`src/rtl/booth_controller.sv`:
```
// Control FSM for a radix-4 Booth multiplier datapath: sequences load, four
// accumulate/shift iterations and an output handshake, with abort and async reset.
module booth_controller (
    input  logic       clk,
    input  logic       rst,
    input  logic       start,
    input  logic       abort,
    input  logic [1:0] cntOut,
    input  logic       outReady,
    output logic       outValid,
    output logic       busy,
    output logic       loadA,
    output logic       loadB,
    output logic       loadR,
    output logic       clearA,
    output logic       clearB,
    output logic       clearR,
    output logic       shiftA,
    output logic       cntE,
    output logic       loadC,
    output logic       clearC
);

    typedef enum logic [2:0] {
        IDLE  = 3'd0,
        LOAD  = 3'd1,
        CALC  = 3'd2,
        DONE  = 3'd3,
        ABORT = 3'd4
    } state_t;

    typedef struct packed {
        logic out_valid;
        logic busy;
        logic load_a;
        logic load_b;
        logic load_r;
        logic clear_a;
        logic clear_b;
        logic clear_r;
        logic shift_a;
        logic cnt_e;
        logic load_c;
        logic clear_c;
    } ctrl_t;

    state_t state_q, state_d;
    ctrl_t  ctrl_q, ctrl_d;

    // ABORT is a one-cycle clearing flavour of IDLE, so it is not busy and
    // accepts a new start exactly like IDLE does.
    function automatic ctrl_t decode(input state_t s);
        ctrl_t c;
        c = '0;
        case (s)
            LOAD: begin
                c.busy    = 1'b1;
                c.load_a  = 1'b1;
                c.load_b  = 1'b1;
                c.clear_r = 1'b1;
                c.clear_c = 1'b1;
            end
            CALC: begin
                c.busy    = 1'b1;
                c.load_r  = 1'b1;
                c.shift_a = 1'b1;
                c.cnt_e   = 1'b1;
            end
            DONE: begin
                c.busy      = 1'b1;
                c.out_valid = 1'b1;
            end
            ABORT: begin
                c.clear_a = 1'b1;
                c.clear_b = 1'b1;
                c.clear_r = 1'b1;
                c.clear_c = 1'b1;
            end
            default: c = '0;
        endcase
        return c;
    endfunction

    // Abort outranks every other input; unknown encodings fall back to IDLE.
    always_comb begin
        state_d = state_q;
        case (state_q)
            IDLE, ABORT: begin
                if (start && !abort) state_d = LOAD;
                else                 state_d = IDLE;
            end
            LOAD: begin
                if (abort) state_d = ABORT;
                else       state_d = CALC;
            end
            CALC: begin
                if (abort)                 state_d = ABORT;
                else if (cntOut == 2'b11)  state_d = DONE;
                else                       state_d = CALC;
            end
            DONE: begin
                if (abort)          state_d = ABORT;
                else if (outReady)  state_d = start ? LOAD : IDLE;
                else                state_d = DONE;
            end
            default: state_d = IDLE;
        endcase
    end

    always_comb begin
        ctrl_d = decode(state_d);
    end

    // Outputs are registered alongside the state so they are glitch-free Moore decodes.
    always_ff @(posedge clk or negedge rst) begin
        if (!rst) begin
            state_q <= IDLE;
            ctrl_q  <= '0;
        end else begin
            state_q <= state_d;
            ctrl_q  <= ctrl_d;
        end
    end

    assign outValid = ctrl_q.out_valid;
    assign busy     = ctrl_q.busy;
    assign loadA    = ctrl_q.load_a;
    assign loadB    = ctrl_q.load_b;
    assign loadR    = ctrl_q.load_r;
    assign clearA   = ctrl_q.clear_a;
    assign clearB   = ctrl_q.clear_b;
    assign clearR   = ctrl_q.clear_r;
    assign shiftA   = ctrl_q.shift_a;
    assign cntE     = ctrl_q.cnt_e;
    assign loadC    = ctrl_q.load_c;
    assign clearC   = ctrl_q.clear_c;

    a_r_exclusive : assert property (@(posedge clk) disable iff (!rst) !(loadR && clearR));
    a_c_exclusive : assert property (@(posedge clk) disable iff (!rst) !(loadC && clearC));
    a_moore       : assert property (@(posedge clk) disable iff (!rst) ctrl_q == decode(state_q));

endmodule

```
`config.mk`:
```
export PLATFORM = sky130hd
export DESIGN_NAME = booth_controller
export DESIGN_NICKNAME = d
export VERILOG_FILES = /design/src/rtl/booth_controller.sv
export SDC_FILE = /design/constraint.sdc
export NUM_CORES = 1
export LEC_CHECK = 0
export ABC_CLOCK_PERIOD_IN_PS = 1080
export BUFFER_PORTS_ARGS = -buffer_cell sky130_fd_sc_hd__buf_2
export CAP_MARGIN = 20
export CORE_AREA = 2 2 39 41
export DETAILED_ROUTE_END_ITERATION = 16
export DIE_AREA = 0 0 41 43
export PLACE_DENSITY = 0.57
export SLEW_MARGIN = 20
export SYNTH_ARGS = -nofsm -noshare
export SYNTH_HDL_FRONTEND = slang
export SYNTH_SLANG_ARGS = --single-unit
export TNS_END_PERCENT = 20
```
`constraint.sdc`:
```
create_clock -name clk -period 1.08 [get_ports clk]
set_input_delay 0.162 -clock clk [delete_from_list [all_inputs] [get_ports clk]]
set_output_delay 0.162 -clock clk [all_outputs]
set_load 0.05 [all_outputs]
```
Word level (Yosys, flattened, before mapping)
Index checks and enable logic that the tools add are counted.
Cells by class
  equal/unequal tests: 9
  multiplexer cells: 15
  reduce and logical (&&, ||, !) cells: 6
Operator list (count)
  3-bit by 2-bit == test with 1-bit output, second input constant: 4
  3-bit case mux with 4 select lines: 1
  3-bit two-way mux: 3
  2-bit two-way mux: 4
  1-bit two-way mux: 7
  3-bit by 1-bit == test with 1-bit output, second input constant: 2
  3-bit == test, second input constant: 2
  2-bit OR reduction: 2
  3-bit zero test: 1
  3-bit OR reduction: 1
  2-bit == test, second input constant: 1
  1-bit logical AND: 1
  1-bit zero test: 1
Word-level totals
  bits in registers: 13
  input port bits: 7
  output and inout bits: 12

Depth between registers and ports, before layout
Gate-level depths: netlist (run 1).
  word-level depth: 7
  mapped depth: 4
  depth with buffers taken out: 4

Worst setup path before layout (run 1)
Ideal clock, no wire load.
  path type: register to register
  start: register state_q[1]
  end: register ctrl_q, in the netlist clearC
  setup time: 0.132 ns
  arrival time: 0.985 ns
  setup slack: -0.037 ns
  stages on the path, launching flop included: 5
  cells stage by stage: dfrtp_1 -> nor2b_2 -> a32oi_1 -> o21a_2 -> o31ai_1
RTL lines
  start, declared: line 47  | state_t state_q, state_d;
  start signal, assigned: line 120  | state_q <= state_d;
  end signal, assigned: line 121  | ctrl_q <= ctrl_d;
  end, declared: line 48  | ctrl_t ctrl_q, ctrl_d;

Worst setup path after layout (run 1)
  start: register state_q[1]
  end: register ctrl_q, in the netlist loadR
Between the ends
  word-level cells in the longest chain between the ends: 5
  elaborated cells on any way between the ends: 9
Ends and longest elaborated chain
  3-bit == test / 3-bit zero test (equally long branches): line 87  | case (state_q)
  2-bit OR reduction: line 87
  3-bit case mux with 4 select lines (*): line 87
  3-bit by 2-bit == test with 1-bit output (*): line 55  | case (s)
  1-bit two-way mux (*): line 55
Every way passes the cells marked *; elsewhere a longest branch is shown, timed or not.

==> reports/metrics.cfg, run 1 <==
[run_status]
outcome=finished, violations left
violations=setup timing

[clock_tree]
path_clk_slew_ns=0.06
cts_num_sinks=9
cts_tree=built
root_buffer=clkbuf_4
cts_buffers=3
clk_latency_ns=0.25
cts_buffer_depth=2
h-tree-depth=1

[worst_hold_path]
hold_end=state_q[0]$_DFF_PN0_
holdCritStartpoint=abort
holdPathStages=2
hp-class=primary input to flip-flop

[cells_and_area]
final_cell_mix=12 x buf_2, 8 x clkbuf_4, 7 x dfrtp_1
layout-drive-gt1-share=0.596
stdcell_count=68
area_growth_pct=40.0
nNetsFinal=60
regArea_um2=228
antennaDiodeCount=0
final_common_cell=buf_2
fill_cells=151
multiInputGateArea_um2=149

[sta]
setup_viol=7
fmax_ghz=0.841
drv_slew=0
fin_crit_ns=1.19
finClkSkew_ns=0.00142
holdWs_ns=0.198
fin_crit_sh=1.10
fin_ws_ns=-0.109
finalHoldViolCount=0
grt_setup_unrepaired=true

[critical_path]
r2r_cells=5
cp-end-kind=flip-flop
required_ns=1.23
r2r_end=loadR$_DFF_PN0_
cp_slowest_cell=dfrtp_1
r2r_start=state_q[1]$_DFF_PN0_
cp_cell_sequence=buf_6 -> nor2_4 -> a32oi_2 -> o21a_2 -> and2_1
crit_arrival_ns=1.34
cp_max_fo=5
r2r_setup_slack_ns=-0.11
cpPeakStageDelay_ns=0.40
worst_setup_path_start_kind=flip-flop
path_class=flip-flop to flip-flop

[floorplanning]
initial_core_util=0.289
die_y_um=43
coreArea_mm2=0.00138
dieArea_mm2=0.00176
io_pins=19
rows=14
die_w_um=41

[synth]
synth.avg_cell_area_um2=12.1
synth_seq_area_share=0.563
synthTopCellsByCount=9 x dfrtp_1, 6 x buf_4, 2 x nor3b_1
syn_nets=40
synth_flop_cell=dfrtp_1
synth_area_um2=400
async_reset_ff_frac=1.00
synth_area_leader_cell=dfrtp_1
ys_seq_elements=9
yosysMostFrequentCell=dfrtp_1
yosys_warnings=0
synth_edf_count=0
netlist-cell-type-count=19
synth_top_cells_by_area=dfrtp_1 56%, buf_4 11%, nor4_4 5.3%
netlist_instances=33
synth_top_cell_area_share=0.563

[power]
ir_drop_mv=0.599
p_leak_nw=0.276
power_density_mw_per_mm2=1750

[detailed_routing]
detail_route.wl_per_cell_um=10.7
route.detailed.drc=0
num_vias=299
drt_wl_total_um=729
postRouteAntennaNets=0
avgViaCountPerCell=4.40
drt_iter0_markers=0
firstDrtPassIters=1

[placement]
place_congestion=0.696
dp_slack_ns=-0.130
port_buffers=17
dpl.cell_count=62
dp_hpwl_um=550

[grt]
track_usage=0.109
grt_pass1_wl_um=1240
antenna_found_initial=0
gr-total-overflow=0
grt_pass1_vias=303
grt_max_degree=10

[flow_run]
max_cap_violations=0

==> what timing repair did <==
item,CTS,global route
pin swaps,0,1
hold buffers,1,0
resized for setup,2,8
endpoints found under the hold margin,9,0
buffers inserted,0,1
endpoints found under the setup margin,7,12
==> critical path: cells and delay by family (launching register included) <==
| family | cells | cell delay [ns] |
|---|---|---|
| simple gates | 2 | 0.30 |
| flops | 1 | 0.40 |
| buf+inv | 1 | 0.13 |
| compound gates | 2 | 0.25 |
==> stage by stage <==
step                power [mW]  TNS (ns)  cell area, um2   util
floorplan                0.644   -0.0309             407      -
global placement         0.699    -0.367             482  0.348
detailed placement       0.701    -0.509             482  0.348
CTS                      0.973    -0.578             531  0.383
global route              1.04     -1.07             561  0.405
finish                   0.982    -0.587             561  0.405
==> final cells by class <==
type                       instances  share of cell area
inverter                           1             0.00670
timing repair buffer              21               0.239
multi-input combinational         17               0.266
sequential                         9               0.406
clock buffer                       4              0.0469
tap                               16              0.0357
==> how the worst max path moves through the flow <==
stage / endpoint / cells past startpoint / startpoint
after global routing: loadA$_DFF_PN0_ / 4 / state_q[1]$_DFF_PN0_
final: loadR$_DFF_PN0_ / 5 / state_q[1]$_DFF_PN0_
after CTS: clearC$_DFF_PN0_ / 4 / state_q[1]$_DFF_PN0_
after floorplan: loadR$_DFF_PN0_ / 4 / state_q[0]$_DFF_PN0_
after detailed placement: clearC$_DFF_PN0_ / 4 / state_q[0]$_DFF_PN0_
after global placement: clearC$_DFF_PN0_ / 4 / state_q[2]$_DFF_PN0_
==> per-layer routing <==
metal | routed length, um | track usage | share of wire
met5 | 0 | 0 | 0
met3 | 49 | 0.0628 | 0.067
met4 | 0 | 0.0600 | 0
met2 | 383 | 0.153 | 0.53
met1 | 295 | 0.123 | 0.40
==> kinds of logic after synthesis <==
kind of cell | Yosys count | share of synthesized area
and+or+nand+nor | 12 | 0.225
DFF | 9 | 0.563
buffers and inverters | 7 | 0.122
AOI/OAI and AO/OA | 4 | 0.0813
other | 1 | 0.00937
==> registers in the layout (all words and copies together), names as in the netlist <==
| name | cells |
|---|---|
| outValid | 1 |
| busy | 1 |
| clearA | 1 |
| loadR | 1 |
| loadA | 1 |
| clearC | 1 |
| state_q | 3 |
==> power by group <==
group	internal, mW	switching [mW]
clock network	0.142	0.115
registers	0.371	0.0242
logic	0.0995	0.230
No activity file was read; power rests on OpenSTA's default activity.
==> inputs of run 2 (changes only) <==
--- a/config.mk
+++ b/config.mk
@@ -8,10 +8,11 @@
 export ABC_CLOCK_PERIOD_IN_PS = 1080
 export BUFFER_PORTS_ARGS = -buffer_cell sky130_fd_sc_hd__buf_2
 export CAP_MARGIN = 20
-export CORE_AREA = 2 2 39 41
+export CELL_PAD_IN_SITES_DETAIL_PLACEMENT = 1
+export CELL_PAD_IN_SITES_GLOBAL_PLACEMENT = 2
+export CORE_UTILIZATION = 22
 export DETAILED_ROUTE_END_ITERATION = 16
-export DIE_AREA = 0 0 41 43
-export PLACE_DENSITY = 0.57
+export PLACE_DENSITY = 0.67
 export SLEW_MARGIN = 20
 export SYNTH_ARGS = -nofsm -noshare
 export SYNTH_HDL_FRONTEND = slang
==> run 2 against run 1 <==
  * The flow still finishes with violations (setup timing)
  * Wire length grew 20%
  * Final cell count grew 16%
  * Highest routed layer unchanged
  * Fmax shrank 1.3%
  * Hold slack lost 0.027 ns
  * Combinational power grew 5%
==> reports/metrics.cfg, run 2 (same netlist as run 1, synthesis figures left out) <==
[run_status]
outcome=finished, violations left
violations=setup timing

[placement]
place_congestion=0.664  ; -4.7%
dp_hpwl_um=610  ; +11%
port_buffers=17  ; unchanged

[sta]
fin_ws_ns=-0.125  ; -0.0157 ns
grt_setup_unrepaired=true
fin_crit_ns=1.20  ; +0.0157 ns
holdWs_ns=0.171  ; -0.0274 ns
setup_viol=7  ; unchanged
drv_slew=0  ; unchanged
finalHoldViolCount=0  ; unchanged
setup_tns_ns=-0.675  ; -0.0877 ns
finClkSkew_ns=0.00746  ; +0.00603 ns
fmax_ghz=0.830  ; -1.3%
fin_crit_sh=1.12  ; +0.0145

[critical_path]
crit_arrival_ns=1.40  ; +0.06 ns
worst_setup_path_start_kind=flip-flop
required_ns=1.28  ; +0.05 ns
path_class=flip-flop to flip-flop
cp-end-kind=flip-flop
r2r_cells=4  ; -1
cp_max_fo=5  ; unchanged

[worst_hold_path]
hp-class=primary input to flip-flop
holdPathStages=2  ; unchanged

[cells_and_area]
antennaDiodeCount=0  ; unchanged
fill_cells=199  ; +32%
nNetsFinal=62  ; +3.3%
layout-drive-gt1-share=0.593  ; -0.00356
multiInputGateArea_um2=144  ; -3.4%
final_cell_mix=10 x clkbuf_4, 10 x buf_2, 7 x dfrtp_1, 5 x buf_4
max_flop_register=state_q
area_growth_pct=45.6
regArea_um2=228  ; unchanged
largest_register_ffs=3  ; unchanged

[grt]
antenna_found_initial=0  ; unchanged
track_usage=0.113  ; +0.00494
grt_pass1_vias=320  ; +5.6%
gr-total-overflow=0  ; unchanged
grt_max_degree=10  ; unchanged
grt_pass1_wl_um=1460  ; +18%

[floorplanning]
initial_core_util=0.234  ; -0.0549
die_w_um=44.7  ; +8.9%
coreArea_mm2=0.00171  ; +23%
io_pins=19  ; unchanged
dieArea_mm2=0.00199  ; +13%
rows=15  ; +1
die_y_um=44.7  ; +3.9%

[clock_tree]
cts_num_sinks=9  ; unchanged
cts_buffers=3  ; unchanged
cts_tree=built
root_buffer=clkbuf_4
clk_latency_ns=0.27  ; +0.02 ns
cts_buffer_depth=2  ; unchanged
h-tree-depth=1  ; unchanged
path_clk_slew_ns=0.07  ; about the same

[power]
power_density_mw_per_mm2=1730  ; -1.1%
ir_drop_mv=0.464  ; -22%
p_leak_nw=0.282  ; +2.3%

[detailed_routing]
route.detailed.drc=0  ; unchanged
num_vias=309  ; +3.3%
drt_wl_total_um=876  ; +20%
detail_route.wl_per_cell_um=11.1  ; +3.4%
firstDrtPassIters=2  ; +1
drt_iter0_markers=2  ; +2
avgViaCountPerCell=3.91  ; -11%
postRouteAntennaNets=0  ; unchanged

[flow_run]
max_cap_violations=0  ; unchanged

## run 2: changes by cell type in the layout (fill, tap and decap cells not counted)
cell,change
o31ai_2,-1
buf_6,-1
clkbuf_4,+2
o31ai_1,+1
buf_4,+3
buf_2,-2
## run 2: per-stage QoR
step / util / std cells / setup WS [ns] / cell area [um2] / total power, mW
after CTS: 0.326 / 78 / -0.109 / 557 / 1.00
after floorplan: - / 33 / -0.0161 / 407 / 0.644
after detailed placement: 0.297 / 73 / -0.112 / 508 / 0.716
final: 0.341 / 79 / -0.125 / 583 / 1.01
after global placement: 0.297 / 73 / -0.0794 / 508 / 0.713
after global routing: 0.341 / 79 / -0.179 / 583 / 1.08
## run 2: final timing paths
check                                     start              endpoint  slack [ns]
max                        state_q[1]$_DFF_PN0_       loadR$_DFF_PN0_       -0.12
min                                       abort  state_q[0]$_DFF_PN0_        0.17
max reg2reg                state_q[1]$_DFF_PN0_       loadR$_DFF_PN0_       -0.12
min reg2reg                state_q[2]$_DFF_PN0_      clearA$_DFF_PN0_        0.63
max in group asynchronous                   rst  state_q[2]$_DFF_PN0_        0.59
min in group asynchronous                   rst       loadA$_DFF_PN0_        0.29
## run 2: worst max-delay path: stages (launching register included)
cell	delay, ns
dfrtp_1	0.42
nor2b_4	0.15
a32oi_2	0.21
o21a_2	0.22
and2_1	0.14
## run 2: what timing repair did
action / CTS / global route
endpoints found under the hold margin: 9 / 0
resized for setup: 2 / 8
pin swaps: 0 / 0
hold buffers: 1 / 0
buffers inserted: 0 / 1
endpoints found under the setup margin: 7 / 15
## run 2: final cells by class
| class | instances | share of cell area |
|---|---|---|
| repair buffers | 23 | 0.258 |
| multi-input cells | 17 | 0.247 |
| flip-flops and latches | 9 | 0.391 |
| well taps | 25 | 0.0536 |
| clock buffers | 4 | 0.0451 |
| inverters | 1 | 0.00644 |
## run 2: power by group
group,switching [mW],internal (mW)
sequential,0.0261,0.371
combinational,0.232,0.113
clock,0.125,0.143
## run 2: routing by layer
| layer | up-vias | global-route usage | share of wire |
|---|---|---|---|
| li1 | 147 | - | - |
| met1 | 151 | 0.136 | 0.46 |
| met2 | 11 | 0.156 | 0.49 |
| met3 | 0 | 0.0490 | 0.055 |
| met4 | 0 | 0.0909 | 0 |
| met5 | - | 0 | 0 |
==> inputs of run 3 (changes only) <==
--- a/config.mk
+++ b/config.mk
@@ -10,9 +10,10 @@
 export CAP_MARGIN = 20
 export CELL_PAD_IN_SITES_DETAIL_PLACEMENT = 1
 export CELL_PAD_IN_SITES_GLOBAL_PLACEMENT = 2
-export CORE_UTILIZATION = 22
+export CORE_UTILIZATION = 24
+export CTS_BUF_LIST = sky130_fd_sc_hd__clkbuf_8
 export DETAILED_ROUTE_END_ITERATION = 16
-export PLACE_DENSITY = 0.67
+export PLACE_DENSITY = 0.72
 export SLEW_MARGIN = 20
 export SYNTH_ARGS = -nofsm -noshare
 export SYNTH_HDL_FRONTEND = slang
==> run 3 against run 2 <==
  * The flow still finishes with violations (setup timing)
  * Critical path type unchanged
  * Clock skew down 0.0061 ns
  * Total power up 10%
  * Via count down 4.9%
  * First-iteration DRC count down 50%
  * Setup slack better by 0.024 ns
  * Final area down 2.4%
==> reports/metrics.cfg, run 3 (same netlist as run 1, synthesis figures left out) <==
[clock_tree]
cts_buffers=3  ; unchanged
root_buffer=clkbuf_8
cts_buffer_depth=2  ; unchanged
path_clk_slew_ns=0.05  ; -0.02 ns
cts_tree=built
h-tree-depth=1  ; unchanged
clk_latency_ns=0.23  ; -0.04 ns
cts_num_sinks=9  ; unchanged

[cells_and_area]
area_growth_pct=42.2
max_flop_register=state_q
nNetsFinal=61  ; -1.6%
largest_register_ffs=3  ; unchanged
fill_cells=170  ; -15%
final_common_cell=buf_2
regArea_um2=226  ; -0.55%
final_cell_mix=17 x buf_2, 8 x dfrtp_1, 4 x buf_4, 3 x clkbuf_8, 2 x inv_1
layout-drive-gt1-share=0.604  ; +0.0112
final_cell_area_um2=569  ; -2.4%
multiInputGateArea_um2=149  ; +3.5%
antennaDiodeCount=0  ; unchanged
utilization=0.374  ; +0.0322

[sta]
grt_setup_unrepaired=true
fin_ws_ns=-0.101  ; +0.0244 ns
fin_crit_ns=1.18  ; -0.0244 ns
setup_viol=7  ; unchanged
finalHoldViolCount=0  ; unchanged
fmax_ghz=0.847  ; +2.1%
finClkSkew_ns=0.00136  ; -0.00609 ns
drv_slew=0  ; unchanged
fin_crit_sh=1.09  ; -0.0226

[critical_path]
r2r_setup_slack_ns=-0.10  ; +0.02 ns
r2r_start=state_q[0]$_DFF_PN0_
crit_path_start=state_q[0]$_DFF_PN0_
path_class=flip-flop to flip-flop
worst_setup_path_start_kind=flip-flop
r2r_cells=4  ; unchanged
r2r_end=clearC$_DFF_PN0_
cp-end-kind=flip-flop
crit_arrival_ns=1.32  ; -0.08 ns
required_ns=1.22  ; -0.06 ns
cp_max_fo=5  ; unchanged

[placement]
dp_slack_ns=-0.114  ; -0.00155 ns
placed_area_um2=497  ; -2.2%
place_congestion=0.764  ; +15%
port_buffers=17  ; unchanged
dp_hpwl_um=611  ; +0.13%

[grt]
grt_max_degree=10  ; unchanged
antenna_found_initial=0  ; unchanged
gr-total-overflow=0  ; unchanged
grt_pass1_wl_um=1380  ; -5.6%
track_usage=0.112  ; -0.00196
grt_pass1_vias=301  ; -5.9%

[floorplanning]
dieArea_mm2=0.00184  ; -8.0%
coreArea_mm2=0.00152  ; -11%
io_pins=19  ; unchanged
initial_core_util=0.263  ; +0.0283
rows=14  ; -1
die_w_um=42.8  ; -4.1%
die_y_um=42.8  ; -4.1%

[power]
ir_drop_mv=0.551  ; +19%
p_leak_nw=0.291  ; +3.3%
power_density_mw_per_mm2=1950  ; +13%
power.total_mw=1.11  ; +10%

[worst_hold_path]
holdPathStages=2  ; unchanged
holdCritStartpoint=abort
hp-class=primary input to flip-flop
hold_end=state_q[0]$_DFF_PN0_

[detailed_routing]
detail_route.wl_per_cell_um=12.2  ; +10%
firstDrtPassIters=2  ; unchanged
route.detailed.drc=0  ; unchanged
postRouteAntennaNets=0  ; unchanged
avgViaCountPerCell=4.26  ; +8.9%
num_vias=294  ; -4.9%
drt_iter0_markers=1  ; -1
drt_wl_total_um=842  ; -3.9%

[run_status]
outcome=finished, violations left
violations=setup timing

[flow_run]
max_cap_violations=0  ; unchanged

run 3: worst max path at each step:
| stage | end | cells past startpoint |
|---|---|---|
| 6_report | clearC$_DFF_PN0_ | 4 |
| 5_1_grt | clearC$_DFF_PN0_ | 4 |
| 4_1_cts | clearC$_DFF_PN0_ | 4 |
| 3_5_place_dp | clearC$_DFF_PN0_ | 4 |
| 3_3_place_gp | loadR$_DFF_PN0_ | 4 |
| 2_1_floorplan | loadR$_DFF_PN0_ | 4 |
run 3: worst max-delay path, stage by stage, from the launching register on:
cell and delay [ns]:
dfrtp_1 0.41, nor2_2 0.23, a32oi_2 0.09, o21a_2 0.17, o31ai_1 0.19
run 3: layout make-up:
type,instances,share of cell area
timing repair buffer,22,0.220
multi-input combinational,17,0.262
inverter,1,0.00659
clock buffer,3,0.0725
clock inverter,1,0.00659
sequential,9,0.398
tap,16,0.0352
run 3: layer usage:
layer | share of wire | up-vias | global-route usage
met5 | 0 | - | 0
met4 | 0.015 | 0 | 0.0938
met3 | 0.067 | 2 | 0.0383
met2 | 0.48 | 12 | 0.164
met1 | 0.43 | 136 | 0.128
li1 | - | 144 | -
run 3: metrics by stage:
stage	std cells	setup TNS (ns)	hold slack [ns]
floorplan	33	-0.0309	-0.134
global placement	64	-0.350	0.0241
detailed placement	64	-0.535	0.0262
CTS	69	-0.440	0.195
global route	69	-0.891	0.213
finish	69	-0.432	0.204
run 3: report_power, final:
| group | internal [mW] | switching (mW) |
|---|---|---|
| combinational | 0.0943 | 0.233 |
| sequential | 0.372 | 0.0224 |
| clock | 0.248 | 0.143 |
run 3: what timing repair did:
item | CTS | global route
hold buffers | 1 | 0
setup endpoints to repair | 7 | 7
setup buffers | 0 | 0
pin swaps | 0 | 0
gates resized for setup | 3 | 0
endpoints found under the hold margin | 9 | 0
